[src/rtl/spi_add_pkg.sv]
// Shared types and sizing helpers for the SPI adder responder.
package spi_add_pkg;

    typedef enum logic [2:0] {
        IDLE = 3'd0,
        RX1  = 3'd1,
        RX2  = 3'd2,
        TX   = 3'd3,
        DONE = 3'd4
    } state_t;

    localparam int DATA_W_DEF = 8;
    localparam int FRAME_BITS = 3 * DATA_W_DEF;

    // SCK cycles in one frame for a given operand width.
    function automatic int frame_bits(input int w);
        return 3 * w;
    endfunction

    // The bit counter runs 0 .. frame_bits-1 across the whole frame.
    function automatic int cnt_width(input int w);
        return $clog2(3 * w);
    endfunction

    localparam int CNT_W = cnt_width(DATA_W_DEF);

endpackage

[src/rtl/spi_sync_edge.sv]
// N-stage synchroniser with rise/fall detection on the synchronised value.
module spi_sync_edge #(
    parameter int   STAGES  = 2,
    parameter logic RST_VAL = 1'b0
) (
    input  logic clk,
    input  logic rst_n,
    input  logic d,
    output logic q,
    output logic rise,
    output logic fall
);

    logic [STAGES-1:0] sync;
    logic              q_d;

    // Shift the async input through the chain and keep one delayed copy for edge detect.
    always_ff @(posedge clk or negedge rst_n) begin
        if (!rst_n) begin
            sync <= {STAGES{RST_VAL}};
            q_d  <= RST_VAL;
        end else begin
            sync <= {sync[STAGES-2:0], d};
            q_d  <= sync[STAGES-1];
        end
    end

    assign q    = sync[STAGES-1];
    assign rise = q & ~q_d;
    assign fall = ~q & q_d;

endmodule

[src/rtl/spi_add_slave.sv]
// SPI mode-0 responder: receives two operands and returns their sum in the same CS frame.
//
// state | meaning
// IDLE  | waiting for CS to fall
// RX1   | shifting in operand 1
// RX2   | shifting in operand 2
// TX    | shifting the sum out on MISO, one bit per SCK fall
// DONE  | frame complete, SCK ignored until CS rises
module spi_add_slave
    import spi_add_pkg::*;
#(
    parameter int DATA_W      = 8,
    parameter int SYNC_STAGES = 2
) (
    input  logic              sclk,
    input  logic              rst_n,
    input  logic              spi_sck,
    input  logic              spi_cs_n,
    input  logic              spi_mosi,
    output logic              spi_miso,
    output logic              spi_miso_oe,
    output logic [DATA_W-1:0] data1_o,
    output logic [DATA_W-1:0] data2_o,
    output logic [DATA_W-1:0] data_o,
    output logic              carry_o,
    output logic              op_valid_o,
    output logic              frame_done_o,
    output logic              frame_err_o
);

    localparam int CW = cnt_width(DATA_W);
    localparam int FB = frame_bits(DATA_W);

    logic                   sck_s, sck_rise, sck_fall;
    logic [SYNC_STAGES-1:0] cs_sync, mosi_sync;
    logic                   cs_s, mosi_s, cs_d, cs_fall;
    state_t                 state;
    logic [CW-1:0]          bit_cnt;
    logic [DATA_W-1:0]      rx_sh, rx_next, tx_sh, data1_keep;
    logic [DATA_W:0]        sum;

    spi_sync_edge #(.STAGES(SYNC_STAGES), .RST_VAL(1'b0)) u_sck_sync (
        .clk   (sclk),
        .rst_n (rst_n),
        .d     (spi_sck),
        .q     (sck_s),
        .rise  (sck_rise),
        .fall  (sck_fall)
    );

    // CS resets to inactive so reset release never looks like a frame start.
    always_ff @(posedge sclk or negedge rst_n) begin
        if (!rst_n) begin
            cs_sync   <= '1;
            mosi_sync <= '0;
            cs_d      <= 1'b1;
        end else begin
            cs_sync   <= {cs_sync[SYNC_STAGES-2:0], spi_cs_n};
            mosi_sync <= {mosi_sync[SYNC_STAGES-2:0], spi_mosi};
            cs_d      <= cs_s;
        end
    end

    assign cs_s    = cs_sync[SYNC_STAGES-1];
    assign mosi_s  = mosi_sync[SYNC_STAGES-1];
    assign cs_fall = cs_d & ~cs_s;
    assign rx_next = {rx_sh[DATA_W-2:0], mosi_s};
    assign sum     = {1'b0, data1_o} + {1'b0, rx_next};

    // Frame sequencer. data1_keep holds the last committed operand 1 so an
    // abort during operand 2 can undo the early data1_o update.
    always_ff @(posedge sclk or negedge rst_n) begin
        if (!rst_n) begin
            state        <= IDLE;
            bit_cnt      <= '0;
            rx_sh        <= '0;
            tx_sh        <= '0;
            data1_keep   <= '0;
            data1_o      <= '0;
            data2_o      <= '0;
            data_o       <= '0;
            carry_o      <= 1'b0;
            spi_miso     <= 1'b0;
            spi_miso_oe  <= 1'b0;
            op_valid_o   <= 1'b0;
            frame_done_o <= 1'b0;
            frame_err_o  <= 1'b0;
        end else begin
            op_valid_o   <= 1'b0;
            frame_done_o <= 1'b0;
            frame_err_o  <= 1'b0;
            spi_miso_oe  <= ~cs_s;
            case (state)
                IDLE: begin
                    spi_miso <= 1'b0;
                    if (cs_fall) begin
                        state   <= RX1;
                        bit_cnt <= '0;
                        rx_sh   <= '0;
                    end
                end
                RX1, RX2: begin
                    if (cs_s) begin
                        state       <= IDLE;
                        frame_err_o <= 1'b1;
                        spi_miso    <= 1'b0;
                        data1_o     <= data1_keep;
                    end else if (sck_rise) begin
                        rx_sh   <= rx_next;
                        bit_cnt <= bit_cnt + CW'(1);
                        if (state == RX1 && bit_cnt == CW'(DATA_W - 1)) begin
                            data1_o <= rx_next;
                            state   <= RX2;
                        end else if (state == RX2 && bit_cnt == CW'(2 * DATA_W - 1)) begin
                            data2_o    <= rx_next;
                            data_o     <= sum[DATA_W-1:0];
                            carry_o    <= sum[DATA_W];
                            tx_sh      <= sum[DATA_W-1:0];
                            data1_keep <= data1_o;
                            op_valid_o <= 1'b1;
                            state      <= TX;
                        end
                    end
                end
                TX: begin
                    if (cs_s) begin
                        state       <= IDLE;
                        frame_err_o <= 1'b1;
                        spi_miso    <= 1'b0;
                    end else if (sck_fall) begin
                        spi_miso <= tx_sh[DATA_W-1];
                        tx_sh    <= {tx_sh[DATA_W-2:0], 1'b0};
                    end else if (sck_rise) begin
                        bit_cnt <= bit_cnt + CW'(1);
                        if (bit_cnt == CW'(FB - 1)) begin
                            state        <= DONE;
                            frame_done_o <= 1'b1;
                        end
                    end
                end
                DONE: begin
                    if (cs_s) begin
                        state    <= IDLE;
                        spi_miso <= 1'b0;
                    end
                end
                default: state <= IDLE;
            endcase
        end
    end

endmodule
[config.mk]
export PLATFORM = sky130hd
export DESIGN_NAME = spi_add_slave
export DESIGN_NICKNAME = d
export VERILOG_FILES = /design/src/rtl/spi_add_pkg.sv /design/src/rtl/spi_sync_edge.sv /design/src/rtl/spi_add_slave.sv
export SDC_FILE = /design/constraint.sdc
export NUM_CORES = 1
export LEC_CHECK = 0
export BUFFER_PORTS_ARGS = -buffer_cell sky130_fd_sc_hd__buf_2
export CAP_MARGIN = 25
export CORE_ASPECT_RATIO = 2
export CORE_UTILIZATION = 50
export CTS_BUF_LIST = sky130_fd_sc_hd__clkbuf_8
export CTS_CLUSTER_DIAMETER = 150
export DETAILED_ROUTE_END_ITERATION = 10
export PLACE_DENSITY = 0.7
export RECOVER_POWER = 25
export SLEW_MARGIN = 20
export SYNTH_ARGS = -nofsm -noshare
export SYNTH_HDL_FRONTEND = slang
export SYNTH_HIERARCHICAL = 1
export SYNTH_SLANG_ARGS = --single-unit
[constraint.sdc]
create_clock -name sclk -period 2.7 [get_ports sclk]
set_input_delay 0.54 -clock sclk [delete_from_list [all_inputs] [get_ports sclk]]
set_output_delay 0.54 -clock sclk [all_outputs]
set_load 0.05 [all_outputs]
==> impl_metrics.json, run 1 <==
{
  "r2r-start": "data1_o[0]",
  "rr_worst_depth": 7,
  "clk_pin_slew_ns": 0.07,
  "grt_pass1_vias": 2386,
  "die_area_um2": 6911,
  "ctsHoldBuffers": 0,
  "grt_usage_pct": 23.68,
  "yosysTopAreaCellShare_pct": 50.32,
  "crit_type": "reg -> reg",
  "drive_gt1_share_pct": 21.49,
  "worst_ep_required_time_ns": 2.99,
  "synth-async-reset-ratio_pct": 100.0,
  "p_switching_uw": 539.7,
  "syn-num-nets": 336,
  "setup_tns_ns": 0,
  "fp.coreArea_um2": 6310,
  "drt-total-wl_um": 7326,
  "yosysMostFrequentCell": "dfrtp_1",
  "grt_max_degree": 41,
  "synthDistinctLibCells": 53,
  "slew_violations": 30,
  "hold_class": "in -> reg",
  "htreeDepth": 3,
  "startpoint_type": "flip-flop",
  "nets": 374,
  "pwr-share-seq_pct": 52.2,
  "vias": 2479,
  "multi_input_area_um2": 1395,
  "cts_tree": "yes",
  "cts_sinks": 69,
  "grt_pass1_wl_um": 11700,
  "ys_seq_elements": 69,
  "wire_per_inst_um": 16.32,
  "gr-total-overflow": 0,
  "port_buffers": 34,
  "netlist_instances": 320,
  "endpoint_kind": "flip-flop",
  "slowest_stage": "dfrtp_1",
  "power_density_nw_per_um2": 567.3,
  "cts_max_path_buffers": 2,
  "fmax_mhz": 435.0,
  "route.detailed.drc": 0,
  "post_cts_buffers": 0,
  "finalCritPeriodShare_pct": 85.14,
  "hold_viol": 0,
  "yosysTopAreaCell": "dfrtp_1",
  "floorplan.initialDensity_pct": 52.01,
  "finalSetupViolations": 0,
  "post-place-ws_ns": 0.4098,
  "path_cells": "ha_1, fa_1, a211oi_1, nor2_1, o31a_1, o311ai_1, o21a_1",
  "antenna_left": 0,
  "nFillCells": 546,
  "via_per_inst": 5.521,
  "insertion_delay_ns": 0.35,
  "die_x_um": 59.29,
  "antenna_found_initial": 0,
  "worst_ir_drop_vdd_mv": 0.3502,
  "status": "complete, but fails checks",
  "place_area_um2": 3526,
  "io_pins": 35,
  "synthTopCellsByArea": "dfrtp_1 (50%), nand2_1 (7.4%), o21ai_0 (4.3%)",
  "gp_congestion": 0.8813,
  "area_growth_pct": 13.31,
  "dr.pass1.iters": 4,
  "intPower_uw": 1570,
  "drt_iter0_markers": 66,
  "rsz0062_at_grt": "no",
  "rows": 41,
  "cts_root_buf": "clkbuf_8",
  "yosys-top-cells-count": "dfrtp_1 (66), nand2_1 (65), o21ai_0 (28)",
  "cts_buffers": 9,
  "synth-edff-count": 0,
  "power_frac_clock_pct": 38.9,
  "switching_share_pct": 25.58,
  "critical_path_arrival_ns": 2.59,
  "cts_resized": 0,
  "antenna_cells": 0,
  "violations": "max-capacitance violations, max-slew violations",
  "final_cell_area_um2": 3719,
  "holdPathEnd": "cs_sync[0]",
  "combPwrFrac_pct": 8.9,
  "cpPeakStageDelay_ns": 0.42,
  "min_delay_path_depth": 1,
  "netlist_area_um2": 3282,
  "crit_fanout": 4,
  "max_cap_viol_count": 1,
  "synth_ff_type": "dfrtp_1",
  "fin_ws_ns": 0.4011,
  "p_leak_uw": 0.001851,
  "hpwl_um": 5381,
  "synth_warnings": 6,
  "worst_slew_pin_slew_ns": 1.658,
  "relSlewSlack_pct": -10.52,
  "r2r_setup_slack_ns": 0.40,
  "finClkSkew_ns": 0.007081,
  "die_h_um": 116.6,
  "hp-start": "spi_cs_n",
  "synth_seq_area_share_pct": 52.73,
  "seq_area_um2": 1730,
  "reg2reg_to": "tx_sh[6]",
  "syn_avg_cell_area_um2": 10.26,
  "period_needed_ns": 2.299
}
## cells in the final DEF, fill, tap and decap left out, types with 3 or more instances in the layout
cell type / n
a21oi_1: 8
mux2_2: 3
nand2_2: 3
buf_2: 34
inv_1: 17
xnor2_1: 5
a22o_1: 4
a211oi_1: 3
clkbuf_8: 10
nand2_1: 65
mux2i_1: 9
nor2b_1: 5
o21ai_2: 6
o21ai_0: 28
nand3_1: 11
o31ai_1: 3
a31oi_1: 4
dfrtp_1: 66
dfstp_2: 3
buf_4: 5
and3_1: 3
o21a_1: 3
nor2_1: 10
ha_1: 10
nor3_1: 4
## layout make-up
cell class              count  share of cell area [%]
multi-input cells         221                   37.52
well taps                  86                   2.894
clock inverters             6                   1.514
inverters                  16                   1.615
flip-flops and latches     69                   46.53
repair buffers             41                   6.225
clock buffers              10                   3.701
## cells by family after synthesis
group / share of synthesized area (%)
compound gates: 17.00
flops: 52.73
xor+xnor: 1.334
simple gates: 15.97
fa+ha+maj: 4.422
mux: 3.774
buf+inv: 4.765
## power by group through the flow
stage               clock network [µW]  logic, µW  registers [µW]
finish                             821        187            1100
global route                       875        206            1110
CTS                                841        189            1100
detailed placement                   0        187            1120
global placement                     0        182            1120
floorplan                            0        106            1130
## through the flow
| stage | total power [µW] | std cells | utilization [%] | hold slack (ns) |
|---|---|---|---|---|
| floorplan | 1235 | 320 | - | 0.2444 |
| global placement | 1301 | 432 | 55.80 | 0.3320 |
| detailed placement | 1308 | 433 | 55.88 | 0.3356 |
| CTS | 2130 | 449 | 58.95 | 0.2406 |
| global route | 2186 | 449 | 58.93 | 0.2802 |
| finish | 2110 | 449 | 58.93 | 0.2921 |
## state kept, by name, summed over array words and instances (netlist names)
name / cells
tx_sh: 8
u_sck_sync/sync: 2
spi_miso_oe: 1
carry_o: 1
op_valid_o: 1
mosi_sync: 2
u_sck_sync/q_d: 1
cs_sync: 2
frame_err_o: 1
state: 3
data1_o: 8
frame_done_o: 1
cs_d: 1
data2_o: 8
spi_miso: 1
bit_cnt: 5
data_o: 8
data1_keep: 8
rx_sh: 7
## per-layer routing
layer,wire [µm],vias up,track usage [%]
li1,-,1190,-
met1,2716,1218,24.76
met2,4090,51,42.10
met3,254,20,4.762
met4,265,0,14.13
met5,0,-,0
## worst max-delay path by stage
stage / from / to / slack [ns] / depth (start not counted)
after detailed placement: data1_o[0] / tx_sh[6] / 0.41 / 7
after global routing: data1_o[0] / tx_sh[6] / 0.22 / 7
after global placement: data1_o[0] / tx_sh[6] / 0.47 / 7
final: data1_o[0] / tx_sh[6] / 0.40 / 7
after floorplan: data1_o[0] / tx_sh[6] / 0.27 / 7
after CTS: data1_o[0] / tx_sh[6] / 0.39 / 7
## critical path: cells and delay by family, from the launching register on
family | cells | cell delay (ns)
AO/OA/AOI/OAI | 4 | 1.03
adder cells (fa/ha/maj) | 2 | 0.67
flip-flops | 1 | 0.42
AND/OR/NAND/NOR | 1 | 0.13
Note: power is estimated with default switching activity, not from simulation.
==> run 2: changes to the inputs <==
--- a/config.mk
+++ b/config.mk
@@ -5,6 +5,7 @@
 export SDC_FILE = /design/constraint.sdc
 export NUM_CORES = 1
 export LEC_CHECK = 0
+export ABC_AREA = 1
 export BUFFER_PORTS_ARGS = -buffer_cell sky130_fd_sc_hd__buf_2
 export CAP_MARGIN = 25
 export CORE_ASPECT_RATIO = 2
@@ -12,7 +13,8 @@
 export CTS_BUF_LIST = sky130_fd_sc_hd__clkbuf_8
 export CTS_CLUSTER_DIAMETER = 150
 export DETAILED_ROUTE_END_ITERATION = 10
-export PLACE_DENSITY = 0.7
+export GPL_TIMING_DRIVEN = 1
+export PLACE_DENSITY = 0.69
 export RECOVER_POWER = 25
 export SLEW_MARGIN = 20
 export SYNTH_ARGS = -nofsm -noshare
==> impl_metrics.json, run 2 <==
{
  "status": "finished clean",
  "synth-edff-count": 0,
  "insertion_delay_ns": 0.36,
  "drt-total-wl_um": 7473,
  "clk_pin_slew_ns": 0.08,
  "cts_max_path_buffers": 2,
  "period_needed_ns": 2.061,
  "die_h_um": 118.0,
  "worst_ir_drop_vdd_mv": 0.5113,
  "nFillCells": 609,
  "yosysTopAreaCell": "dfrtp_1",
  "port_buffers": 34,
  "rsz0062_at_grt": "no",
  "drive_gt1_share_pct": 15.94,
  "syn_avg_cell_area_um2": 8.110,
  "die_area_um2": 7084,
  "cts_resized": 0,
  "grt_usage_pct": 23.99,
  "timing.critical_path.to": "rx_sh[2]",
  "hpwl_um": 5481,
  "pwr-share-seq_pct": 37.5,
  "syn-num-nets": 431,
  "worst_slew_pin_slew_ns": 1.404,
  "via_per_inst": 5.126,
  "gp_congestion": 0.9570,
  "hold_class": "in -> async",
  "p_leak_uw": 0.002031,
  "yosysTopAreaCellShare_pct": 49.07,
  "netlist_instances": 415,
  "cts_root_buf": "clkbuf_8",
  "synth_mux_area_share_pct": 0,
  "final_cells": 546,
  "hold_viol": 0,
  "setup_tns_ns": 0,
  "p_total_uw": 3506,
  "synth-async-reset-ratio_pct": 100.0,
  "antenna_found_initial": 0,
  "route.detailed.drc": 0,
  "io_pins": 35,
  "area_growth_pct": 15.35,
  "ctsHoldBuffers": 0,
  "synth-compound-area-share_pct": 10.74,
  "fp.coreArea_um2": 6569,
  "reg2reg_to": "rx_sh[2]",
  "critical_path_arrival_ns": 2.34,
  "synthTopCellsByArea": "dfrtp_1 (49%), nand2_1 (16%), o21ai_0 (6.5%)",
  "synth_ff_type": "dfrtp_1",
  "yosys.area_share.simple_pct": 25.46,
  "r2r_setup_slack_ns": 0.64,
  "synth_seq_area_share_pct": 51.41,
  "synth_xor_area_share_pct": 0.5204,
  "layout_common_cells": "nand2_1 (147), dfrtp_1 (66), inv_1 (44), o21ai_0 (44), buf_2 (33)",
  "combPwrFrac_pct": 30.4,
  "power_density_nw_per_um2": 903.0,
  "p_switching_uw": 1325,
  "die_x_um": 60.02,
  "synthAdderAreaFrac_pct": 4.312,
  "fin_ws_ns": 0.6389,
  "antenna_left": 0,
  "grt_max_degree": 59,
  "dr.pass1.iters": 4,
  "synthDistinctLibCells": 29,
  "yosys-top-cells-count": "nand2_1 (147), dfrtp_1 (66), inv_1 (44), o21ai_0 (44), nor2_1 (24)",
  "dpl.cell_count": 530,
  "netlist_area_um2": 3366,
  "rows": 42,
  "grt_pass1_wl_um": 12190,
  "layout_commonest_cell": "nand2_1",
  "crit_path_start": "cs_sync[1]",
  "rr_worst_depth": 8,
  "crit_fanout": 25,
  "switching_share_pct": 37.79,
  "ys_seq_elements": 69,
  "yosysMostFrequentCell": "nand2_1",
  "floorplan.initialDensity_pct": 51.24,
  "intPower_uw": 2181,
  "wire_per_inst_um": 13.69,
  "drt_iter0_markers": 140,
  "finClkSkew_ns": 0.01060,
  "relSlewSlack_pct": 6.398,
  "cts_tree": "yes",
  "post-place-ws_ns": 0.6879,
  "worst_ep_required_time_ns": 2.98,
  "cts_buffers": 9,
  "grt_pass1_vias": 2707,
  "r2r-start": "cs_sync[1]",
  "htreeDepth": 3,
  "finalCritPeriodShare_pct": 76.34,
  "nets": 469,
  "post_cts_buffers": 0,
  "fmax_mhz": 485.2,
  "finalSetupViolations": 0,
  "power_frac_clock_pct": 32.0,
  "startpoint_type": "flip-flop",
  "slew_violations": 0,
  "cts_sinks": 69,
  "max_cap_viol_count": 0,
  "antenna_cells": 0,
  "crit_type": "reg -> reg",
  "endpoint_kind": "flip-flop",
  "synth_top_family_by_area": "simple AND/OR/NAND/NOR gates",
  "gr-total-overflow": 0,
  "synth_warnings": 6,
  "vias": 2799
}
run 2: through the flow:
stage	hold slack [ns]	util, %	instance area (µm²)
finish	0.1563	59.10	3882
global route	0.1963	59.10	3882
CTS	0.03853	59.35	3899
detailed placement	0.3347	55.24	3628
global placement	0.3331	55.24	3628
floorplan	0.2444	-	3366
run 2: cell type report:
cell class	count	area, µm²	share of cell area (%)
clock inverters	7	146.4	3.771
inverters	51	193.9	4.995
repair buffers	38	196.4	5.060
multi-input cells	284	1381	35.58
flip-flops and latches	69	1730	44.57
well taps	88	110.1	2.836
clock buffers	9	123.9	3.190
run 2: cells by family after synthesis:
group,count (synthesis)
adders and majority gates,11
and+or+nand+nor,206
DFF,69
xor gates and xnor gates,2
buffers and inverters,62
AOI/OAI and AO/OA,65
run 2: metal layers:
layer | vias to the layer above | part of all wire, % | wire [µm] | GRT usage [%]
met5 | - | 0 | 0 | 0
met4 | 0 | 5.3 | 398 | 16.57
met3 | 29 | 2.7 | 201 | 5.165
met2 | 54 | 55 | 4129 | 41.60
met1 | 1325 | 37 | 2743 | 23.80
li1 | 1391 | - | - | -
run 2: how the worst min path moves through the flow:
stage                            start  cells after the start  slack [ns]                  to
global route                     rst_n                      1        0.20      u_sck_sync/q_d
finish                           rst_n                      1        0.16  u_sck_sync/sync[0]
detailed placement  u_sck_sync/sync[0]                      0        0.33  u_sck_sync/sync[1]
CTS                              rst_n                      1        0.04      u_sck_sync/q_d
global placement    u_sck_sync/sync[0]                      0        0.33  u_sck_sync/sync[1]
floorplan                        rst_n                      0        0.24          bit_cnt[0]
run 2: power groups by stage:
stage / clock network [µW] / logic, µW / registers [µW]
global route: 1180 / 1200 / 1330
finish: 1120 / 1070 / 1320
detailed placement: 0 / 1070 / 1330
CTS: 1150 / 1080 / 1310
floorplan: 0 / 763 / 1400
global placement: 0 / 1050 / 1330
run 2: critical path, cell delays in order, from the launching register on:
cell and delay, ns:
dfstp_2 0.83, inv_2 0.20, nand2_1 0.10, nand3_1 0.10, clkinv_1 0.09, a21oi_1 0.04
nand2_1 0.40, nand2_1 0.13, o21ai_2 0.08
==> run 3: changes to the inputs <==
--- a/config.mk
+++ b/config.mk
@@ -5,7 +5,7 @@
 export SDC_FILE = /design/constraint.sdc
 export NUM_CORES = 1
 export LEC_CHECK = 0
-export ABC_AREA = 1
+export ABC_AREA = 0
 export BUFFER_PORTS_ARGS = -buffer_cell sky130_fd_sc_hd__buf_2
 export CAP_MARGIN = 25
 export CORE_ASPECT_RATIO = 2
@@ -14,7 +14,7 @@
 export CTS_CLUSTER_DIAMETER = 150
 export DETAILED_ROUTE_END_ITERATION = 10
 export GPL_TIMING_DRIVEN = 1
-export PLACE_DENSITY = 0.69
+export PLACE_DENSITY = 0.72
 export RECOVER_POWER = 25
 export SLEW_MARGIN = 20
 export SYNTH_ARGS = -nofsm -noshare
==> constraint.sdc (replaced) <==
create_clock -name sclk -period 1.8 [get_ports sclk]
set_input_delay 0.36 -clock sclk [delete_from_list [all_inputs] [get_ports sclk]]
set_output_delay 0.36 -clock sclk [all_outputs]
set_load 0.05 [all_outputs]
==> impl_metrics.json, run 3 (synthesis gave the netlist of run 1 again) <==
{
  "crit_type": "reg -> reg",
  "holdPathEnd": "cs_sync[0]",
  "endpoint_kind": "flip-flop",
  "period_needed_ns": 2.024,
  "drt_iter0_markers": 130,
  "max_cap_viol_count": 1,
  "area_growth_pct": 40.98,
  "die_h_um": 116.6,
  "worst_ep_required_time_ns": 2.11,
  "whs_ns": 0.09627,
  "vias": 2835,
  "port_buffers": 34,
  "wire_per_inst_um": 18.13,
  "dpl.cell_count": 479,
  "gp_congestion": 0.9558,
  "ctsHoldBuffers": 0,
  "die_x_um": 59.29,
  "fin_ws_ns": -0.2240,
  "finClkSkew_ns": 0.01370,
  "insertion_delay_ns": 0.37,
  "intPower_uw": 2457,
  "finalCritPeriodShare_pct": 112.4,
  "r2r_setup_slack_ns": -0.22,
  "grt_pass1_wl_um": 13280,
  "p_switching_uw": 935.5,
  "fp.coreArea_um2": 6310,
  "combPwrFrac_pct": 15.3,
  "clk_pin_slew_ns": 0.08,
  "rsz0062_at_grt": "yes",
  "r2r-start": "data1_o[0]",
  "grt_pass1_vias": 2787,
  "status": "complete, but fails checks",
  "final_core_util_pct": 73.33,
  "nets": 435,
  "antenna_found_initial": 0,
  "hold_class": "in -> reg",
  "worst_ir_drop_vdd_mv": 0.6638,
  "relSlewSlack_pct": -0.9082,
  "drt-total-wl_um": 9248,
  "cts_max_path_buffers": 2,
  "cts_buffers": 9,
  "startpoint_type": "flip-flop",
  "drive_gt1_share_pct": 44.81,
  "slew_violations": 69,
  "route.detailed.drc": 0,
  "layout_common_cells": "dfrtp_1 (64), buf_4 (53), nand2_1 (52)",
  "grt_usage_pct": 27.39,
  "final_cells": 510,
  "cts_sinks": 69,
  "antenna_cells": 0,
  "p_leak_uw": 0.002271,
  "die_area_um2": 6911,
  "power_frac_clock_pct": 36.6,
  "switching_share_pct": 27.58,
  "worst_slew_pin_slew_ns": 1.514,
  "dr.pass1.iters": 5,
  "hpwl_um": 6218,
  "p_total_uw": 3393,
  "via_per_inst": 5.559,
  "antenna_left": 0,
  "critical_path_arrival_ns": 2.33,
  "hp-start": "spi_cs_n",
  "layout_commonest_cell": "dfrtp_1",
  "floorplan.initialDensity_pct": 52.01,
  "cts_tree": "yes",
  "fmax_mhz": 494.1,
  "reg2reg_to": "tx_sh[6]",
  "grt_max_degree": 70,
  "crit_fanout": 3,
  "cts_root_buf": "clkbuf_8",
  "pwr-share-seq_pct": 48.1,
  "finalSetupViolations": 32,
  "rows": 41,
  "rr_worst_depth": 7,
  "hold_viol": 0,
  "power_density_nw_per_um2": 733.2,
  "htreeDepth": 3,
  "gr-total-overflow": 0,
  "post-place-ws_ns": -0.2392,
  "min_delay_path_depth": 1,
  "io_pins": 35,
  "violations": "max-capacitance violations, max-slew violations, negative setup slack"
}
[run 3: per-stage QoR]
stage	cell area [µm²]	TNS (ns)
2_1_floorplan	3309	-0.7125
3_3_place_gp	3926	-1.112
3_5_place_dp	3926	-1.413
4_1_cts	4252	-1.028
5_1_grt	4627	-4.695
6_report	4627	-2.312
[run 3: final cells by class]
type / count / area, µm²
flip-flops and latches: 69 / 1733
multi-input cells: 221 / 1728
fillers: 458 / 1683
repair buffers: 102 / 802.0
clock buffers: 9 / 123.9
well taps: 86 / 107.6
clock inverters: 7 / 67.56
inverters: 16 / 65.06
[run 3: metal layers]
metal  track usage (%)  share of wire (%)
met4             24.13                7.1
met3             6.645                3.4
met5                 0                  0
met1             25.77                 34
met2             47.19                 55
[run 3: what timing repair did]
action	in CTS	in global routing
buffers inserted	6	7
pin swaps	11	23
endpoints found under the setup margin	27	45
resized for setup	20	67
cloned	0	4
[run 3: power groups by stage]
stage / Clock (µW) / Combinational, µW / Sequential [µW]
2_1_floorplan: 0 / 163 / 1700
3_3_place_gp: 0 / 412 / 1650
3_5_place_dp: 0 / 416 / 1660
4_1_cts: 1250 / 447 / 1630
5_1_grt: 1320 / 561 / 1640
6_report: 1240 / 521 / 1630
[run 3: worst max-delay path by stage]
stage                            start       end
after floorplan             data1_o[0]  tx_sh[6]
after global placement      data1_o[0]  tx_sh[6]
after detailed placement    data1_o[0]  tx_sh[6]
after CTS                   data1_o[0]  tx_sh[6]
after global routing      mosi_sync[1]  tx_sh[6]
final                       data1_o[0]  tx_sh[6]
[run 3: critical path, stage by stage (launching register included)]
cell,delay [ns]
dfrtp_2,0.43
ha_4,0.17
fa_2,0.35
a211oi_2,0.24
nor2_1,0.10
o31a_1,0.28
o311ai_2,0.25
o21a_1,0.15
